**config.mk**
```make
export PLATFORM = sky130hd
export DESIGN_NAME = ecc_scrub_mem
export DESIGN_NICKNAME = d
export VERILOG_FILES = /design/src/rtl/ecc_pkg.sv /design/src/rtl/ecc_secded_dec.sv /design/src/rtl/ecc_scrub_mem.sv
export SDC_FILE = /design/constraint.sdc
export NUM_CORES = 1
export LEC_CHECK = 0
export ABC_AREA = 1
export ABC_CLOCK_PERIOD_IN_PS = 12310
export BUFFER_PORTS_ARGS = -buffer_cell sky130_fd_sc_hd__buf_2
export CORE_ASPECT_RATIO = 1.2
export CORE_MARGIN = 2
export CORE_UTILIZATION = 40
export DETAILED_ROUTE_END_ITERATION = 10
export GPL_TIMING_DRIVEN = 0
export PLACE_DENSITY_LB_ADDON = 0.15
export SLEW_MARGIN = 20
export SYNTH_ARGS = -nofsm -noshare
export SYNTH_HDL_FRONTEND = slang
export SYNTH_HIERARCHICAL = 1
export SYNTH_SLANG_ARGS = --single-unit
```
**constraint.sdc**
```tcl
create_clock -name clock -period 12.31 [get_ports clock]
set_clock_uncertainty 0.15 [all_clocks]
set_input_delay 2.462 -clock clock [delete_from_list [all_inputs] [get_ports clock]]
set_output_delay 2.462 -clock clock [all_outputs]
set_load 0.02 [all_outputs]
```
**src/rtl/ecc_pkg.sv**
```systemverilog
// ecc_pkg: shared SECDED definitions for the scrubbed memory.
//   calc_r    - number of Hamming check bits for a given data width
//   pos_of    - Hamming position of a data bit (MSB data bit sits at position 3)
//   encode    - builds {parity, check bits, data}, sized for up to MAX_DATA_W data bits
//   dec_res_t - decoder result {data, ce, ue}
package ecc_pkg;

    localparam int unsigned MAX_DATA_W = 57;
    localparam int unsigned MAX_CW     = 64;
    localparam int unsigned SYN_W      = 8;

    typedef enum logic [1:0] {
        IDLE,
        SCRUB_RD,
        SCRUB_WB
    } scrub_state_t;

    typedef struct packed {
        logic [MAX_DATA_W-1:0] data;
        logic                  ce;
        logic                  ue;
    } dec_res_t;

    // Smallest r with 2^r >= dw + r + 1.
    function automatic int unsigned calc_r(input int unsigned dw);
        int unsigned r;
        r = 1;
        for (int unsigned k = 0; k < 8; k++) begin
            if ((32'd1 << r) < dw + r + 1) r = r + 1;
        end
        return r;
    endfunction

    // Data bits map, highest index first, onto ascending non-power-of-two positions.
    function automatic int unsigned pos_of(input int unsigned dw, input int unsigned idx);
        int unsigned rank;
        int unsigned seen;
        int unsigned pos;
        rank = dw - 1 - idx;
        seen = 0;
        pos  = 0;
        for (int unsigned p = 3; p < 128; p++) begin
            if ((p & (p - 1)) != 0) begin
                if (seen == rank) pos = p;
                seen = seen + 1;
            end
        end
        return pos;
    endfunction

    // Check vector is the XOR of the positions of all set data bits.
    function automatic logic [MAX_CW-1:0] encode(input int unsigned dw,
                                                 input logic [MAX_DATA_W-1:0] data);
        logic [MAX_CW-1:0] cw;
        logic [SYN_W-1:0]  chk;
        int unsigned       r;
        r   = calc_r(dw);
        cw  = '0;
        chk = '0;
        for (int unsigned i = 0; i < MAX_DATA_W; i++) begin
            if (i < dw) begin
                cw[i] = data[i];
                if (data[i]) chk = chk ^ SYN_W'(pos_of(dw, i));
            end
        end
        for (int unsigned k = 0; k < SYN_W; k++) begin
            if (k < r) cw[dw + k] = chk[k];
        end
        cw[dw + r] = ^cw;
        return cw;
    endfunction

endpackage

```
**src/rtl/ecc_secded_dec.sv**
```systemverilog
// ecc_secded_dec: combinational SECDED decoder.
//   codeword - stored word {parity, check bits, data}
//   result   - corrected (or raw, when uncorrectable) data plus ce/ue flags
module ecc_secded_dec
    import ecc_pkg::*;
#(
    parameter  int unsigned DATA_W = 11,
    localparam int unsigned R      = calc_r(DATA_W),
    localparam int unsigned CW     = DATA_W + R + 1
) (
    input  logic [CW-1:0] codeword,
    output dec_res_t      result
);

    logic [SYN_W-1:0]  syn;
    logic              par;
    logic [DATA_W-1:0] corr;
    logic              ce;
    logic              ue;

    // Syndrome is the XOR of the positions of every set bit in the Hamming part.
    always_comb begin
        syn  = '0;
        par  = ^codeword;
        corr = codeword[DATA_W-1:0];
        ce   = 1'b0;
        ue   = 1'b0;
        for (int unsigned i = 0; i < DATA_W; i++) begin
            if (codeword[i]) syn = syn ^ SYN_W'(pos_of(DATA_W, i));
        end
        for (int unsigned k = 0; k < R; k++) begin
            if (codeword[DATA_W + k]) syn = syn ^ SYN_W'(32'd1 << k);
        end
        if (par) begin
            // syn==0 means the overall parity bit itself flipped
            if (syn <= SYN_W'(DATA_W + R)) begin
                ce = 1'b1;
                for (int unsigned i = 0; i < DATA_W; i++) begin
                    if (syn == SYN_W'(pos_of(DATA_W, i))) corr[i] = ~corr[i];
                end
            end else begin
                ue = 1'b1;
            end
        end else if (syn != '0) begin
            ue = 1'b1;
        end
        result      = '0;
        result.data = MAX_DATA_W'(corr);
        result.ce   = ce;
        result.ue   = ue;
    end

endmodule

```
**src/rtl/ecc_scrub_mem.sv**
```systemverilog
// ecc_scrub_mem: SECDED-protected register-file memory with background scrubber.
//   clock, reset_n       - clock, async active-low reset
//   req_*                - host request (valid/ready, we, addr, wdata)
//   inj_mask             - XOR error mask applied to host-write codewords
//   rsp_*                - one-cycle read response with ce/ue flags
//   scrub_en             - enables the periodic scrubber
//   cnt_clr              - clears the error counters
//   ce_count, ue_count   - saturating error counters; err_addr = latest error address
module ecc_scrub_mem
    import ecc_pkg::*;
#(
    parameter  int unsigned DATA_W         = 11,
    parameter  int unsigned DEPTH          = 16,
    parameter  int unsigned SCRUB_INTERVAL = 64,
    parameter  int unsigned CNT_W          = 8,
    localparam int unsigned CW             = DATA_W + calc_r(DATA_W) + 1,
    localparam int unsigned ADDR_W         = $clog2(DEPTH)
) (
    input  logic              clock,
    input  logic              reset_n,
    input  logic              req_valid,
    output logic              req_ready,
    input  logic              req_we,
    input  logic [ADDR_W-1:0] req_addr,
    input  logic [DATA_W-1:0] req_wdata,
    output logic              rsp_valid,
    output logic [DATA_W-1:0] rsp_rdata,
    output logic              rsp_ce,
    output logic              rsp_ue,
    input  logic [CW-1:0]     inj_mask,
    input  logic              scrub_en,
    input  logic              cnt_clr,
    output logic [CNT_W-1:0]  ce_count,
    output logic [CNT_W-1:0]  ue_count,
    output logic [ADDR_W-1:0] err_addr
);

    localparam int unsigned INT_W = (SCRUB_INTERVAL > 1) ? $clog2(SCRUB_INTERVAL) : 1;

    scrub_state_t      state;
    logic [CW-1:0]     mem [DEPTH];
    logic [ADDR_W-1:0] scrub_ptr;
    logic [INT_W-1:0]  ivl_cnt;
    logic [ADDR_W-1:0] wb_addr;
    logic [DATA_W-1:0] wb_data;

    logic [ADDR_W-1:0] rd_addr;
    dec_res_t          dec;
    logic              host_rd;
    logic              host_wr;
    logic              dec_event;
    logic [CW-1:0]     enc_host;
    logic [CW-1:0]     enc_wb;

    // Single shared read port: the scrubber owns it only in SCRUB_RD, when the host is stalled.
    assign rd_addr   = (state == SCRUB_RD) ? scrub_ptr : req_addr;
    assign host_rd   = req_valid & req_ready & ~req_we;
    assign host_wr   = req_valid & req_ready & req_we;
    assign dec_event = host_rd | (state == SCRUB_RD);
    assign enc_host  = CW'(encode(DATA_W, MAX_DATA_W'(req_wdata)));
    assign enc_wb    = CW'(encode(DATA_W, MAX_DATA_W'(wb_data)));

    ecc_secded_dec #(.DATA_W(DATA_W)) u_dec (
        .codeword (mem[rd_addr]),
        .result   (dec)
    );

    if (DATA_W < MAX_DATA_W) begin : g_dec_hi
        logic unused_dec_hi;
        assign unused_dec_hi = ^dec.data[MAX_DATA_W-1:DATA_W];
    end

    // Storage, host response and scrub FSM; req_ready is registered from the next state.
    always_ff @(posedge clock or negedge reset_n) begin
        if (!reset_n) begin
            state     <= IDLE;
            req_ready <= 1'b0;
            scrub_ptr <= '0;
            ivl_cnt   <= '0;
            wb_addr   <= '0;
            wb_data   <= '0;
            rsp_valid <= 1'b0;
            rsp_rdata <= '0;
            rsp_ce    <= 1'b0;
            rsp_ue    <= 1'b0;
            for (int unsigned i = 0; i < DEPTH; i++) mem[i] <= '0;
        end else begin
            rsp_valid <= host_rd;
            if (host_rd) begin
                rsp_rdata <= dec.data[DATA_W-1:0];
                rsp_ce    <= dec.ce;
                rsp_ue    <= dec.ue;
            end
            if (host_wr) mem[req_addr] <= enc_host ^ inj_mask;
            case (state)
                IDLE: begin
                    req_ready <= 1'b1;
                    if (scrub_en) begin
                        if (ivl_cnt == INT_W'(SCRUB_INTERVAL - 1)) begin
                            state     <= SCRUB_RD;
                            req_ready <= 1'b0;
                            ivl_cnt   <= '0;
                        end else begin
                            ivl_cnt <= ivl_cnt + INT_W'(1);
                        end
                    end
                end
                SCRUB_RD: begin
                    scrub_ptr <= (scrub_ptr == ADDR_W'(DEPTH - 1)) ? '0 : scrub_ptr + ADDR_W'(1);
                    if (dec.ce) begin
                        state   <= SCRUB_WB;
                        wb_addr <= scrub_ptr;
                        wb_data <= dec.data[DATA_W-1:0];
                    end else begin
                        state     <= IDLE;
                        req_ready <= 1'b1;
                    end
                end
                SCRUB_WB: begin
                    mem[wb_addr] <= enc_wb;
                    state        <= IDLE;
                    req_ready    <= 1'b1;
                end
                default: begin
                    state     <= IDLE;
                    req_ready <= 1'b0;
                end
            endcase
        end
    end

    // Saturating error counters; a clear drops any same-cycle event.
    always_ff @(posedge clock or negedge reset_n) begin
        if (!reset_n) begin
            ce_count <= '0;
            ue_count <= '0;
            err_addr <= '0;
        end else if (cnt_clr) begin
            ce_count <= '0;
            ue_count <= '0;
        end else if (dec_event) begin
            if (dec.ce && (ce_count != {CNT_W{1'b1}})) ce_count <= ce_count + CNT_W'(1);
            if (dec.ue && (ue_count != {CNT_W{1'b1}})) ue_count <= ue_count + CNT_W'(1);
            if (dec.ce || dec.ue) err_addr <= rd_addr;
        end
    end

endmodule

```
==> flow_metrics.tcl <==
set metrics [dict create \
    syn_avg_cell_area_sq_um 7.38 \
    cts_tree "built" \
    row_count 87 \
    nets 2726 \
    die_area_sq_um 49100 \
    grt_use_total_pct 38.3 \
    tns_ns 0 \
    max_cap_viol_count 0 \
    synth_area_sq_um 18900 \
    ant_nets 0 \
    fin_cells 3330 \
    min_to "rsp_ue" \
    drt_first_iter_violations 2487 \
    hold_viol 0 \
    fmax_ghz 0.132 \
    layout-drive-gt1-share_pct 12.3 \
    sequentialPowerShare_pct 33.5 \
    combinationalPowerShare_pct 40.0 \
    p_leak_nw 9.94 \
    grt_start_max_net_pins 94 \
    status "finished clean" \
    cts_buffers 37 \
    grt_pass1_wl_um 134000 \
    final_common_cell "nand2_1" \
    setup_viol 0 \
    fin_crit_ns 7.58 \
    antenna_found_initial 3 \
    core_sq_um 46900 \
    synth-warning-count 6 \
    swShare_pct 44.0 \
    fin_hold_ws_ns 0.321 \
    maxSlewHeadroom_pct 10.5 \
    tightestPinTransition_ns 1.34 \
    drc 0 \
    synthCells 2565 \
    ff2ff_setup_slack_ns 6.10 \
    htreeDepth 2 \
    critPathMaxFanout 10 \
    crit_path_top_delay_cell "clkbuf_1" \
    wire_per_inst_um 28.6 \
    num_vias 19919 \
    post_cts_buffers 0 \
    syn_nets 2610 \
    reg2reg_to "ue_count[7]" \
    cts_root_buffer "clkbuf_16" \
    cts_resized 0 \
    slowest_delay_ns 0.69 \
    syn2layout_area_growth_pct 13.7 \
    hold_depth 2 \
    holdBufCountCts 0 \
    overflow 0 \
    place_hpwl_um 67200 \
    critical_path.most_common_cell "nand2_1" \
    clock_latency_ns 0.58 \
    fin_total_pwr_mw 4.32 \
    p_per_area_nw_per_um2 201 \
    p_int_mw 2.42 \
    fp.dieW_um 203 \
    io_buffers 68 \
    arrival_ns 7.89 \
    grt_pass1_vias 18782 \
    min_from "rsp_ue" \
    fin_crit_sh_pct 61.6 \
    ios 72 \
    gp_congestion 1.03 \
    clockBufferDepth 3 \
    routed_wl_um 95300 \
    min_path_type "register to register" \
    required_ns 12.61 \
    rsz0062_at_grt "no" \
    rr_worst_depth 31 \
    dp.cells 3265 \
    initial_core_util_pct 40.3 \
    fill_cells 4773 \
    cp-end-kind "register" \
    p_sw_mw 1.90 \
    cp-start-kind "input port" \
    crit_start "req_addr[1]" \
    slew_violations 0 \
    reg2reg_from "state[1]" \
    p_clk_share_pct 26.4 \
    worstSetupPathType "input port to register" \
    first_pass_iters 6 \
    cts.sinks 318 \
    utilization_pct 45.9 \
    die_h_um 242 \
    via_per_inst 5.98 \
    final_cell_mix "521 x nand2_1, 366 x o21ai_0, 318 x dfrtp_1, 307 x a21oi_1, 240 x inv_1" \
    ir_drop_v 0.0000963 \
    clkTransAtPathRegs_ns 0.06 \
]
## worst max-delay path by stage
stage | cells after the start | to | slack [ns]
2_1_floorplan | 30 | ue_count[7] | 6.37
3_3_place_gp | 1 | mem[31] | 2.10
3_5_place_dp | 31 | ue_count[7] | 4.42
4_1_cts | 31 | ue_count[7] | 4.97
5_1_grt | 30 | ue_count[7] | 4.52
6_report | 30 | ue_count[7] | 4.73
## state kept, by name, summed over array words and instances, names as in the netlist
| signal | count |
|---|---|
| rsp_valid | 1 |
| wb_data | 11 |
| err_addr | 4 |
| rsp_rdata | 11 |
| rsp_ue | 1 |
| rsp_ce | 1 |
| req_ready | 1 |
| ce_count | 8 |
| wb_addr | 4 |
| ivl_cnt | 6 |
| ue_count | 8 |
| scrub_ptr | 4 |
| mem | 256 |
| state | 2 |
## per-layer routing
layer	track usage (%)	vias up	share of wire, %
met5	0	-	0.048
li1	-	8840	-
met2	58.5	1229	44
met1	46.8	9472	37
met4	29.1	8	9.1
met3	9.32	370	10
## critical path: cells and delay by family
family,cells,cell delay [ns]
compound gates,7,2.12
simple gates,14,1.58
buf+inv,9,1.72
## metrics by stage
step | instance area [sq um] | setup slack [ns]
after floorplan | 18900 | 6.37
after global placement | 20000 | 2.10
after detailed placement | 20300 | 4.42
after CTS | 21500 | 4.97
after global routing | 21500 | 4.52
final | 21500 | 4.73
## power by group through the flow
stage | logic, mW | clock network, mW | registers [mW]
after floorplan | 0.941 | 0 | 1.44
after global placement | 1.62 | 0 | 1.45
after detailed placement | 1.66 | 0 | 1.46
after CTS | 1.66 | 1.14 | 1.44
after global routing | 1.82 | 1.19 | 1.47
final | 1.73 | 1.14 | 1.45
## cell type report
cell class | instances | area (sq um) | share of cell area, %
repair buffers | 77 | 504 | 2.34
clock buffers | 55 | 1060 | 4.95
flip-flops and latches | 318 | 7960 | 37.0
multi-input cells | 1799 | 9280 | 43.1
inverters | 279 | 1050 | 4.88
well taps | 623 | 779 | 3.62
diodes | 1 | 2.50 | 0.0116
plain buffers | 169 | 756 | 3.51
clock inverters | 9 | 131 | 0.610
Power figures use the tool's default switching activity.
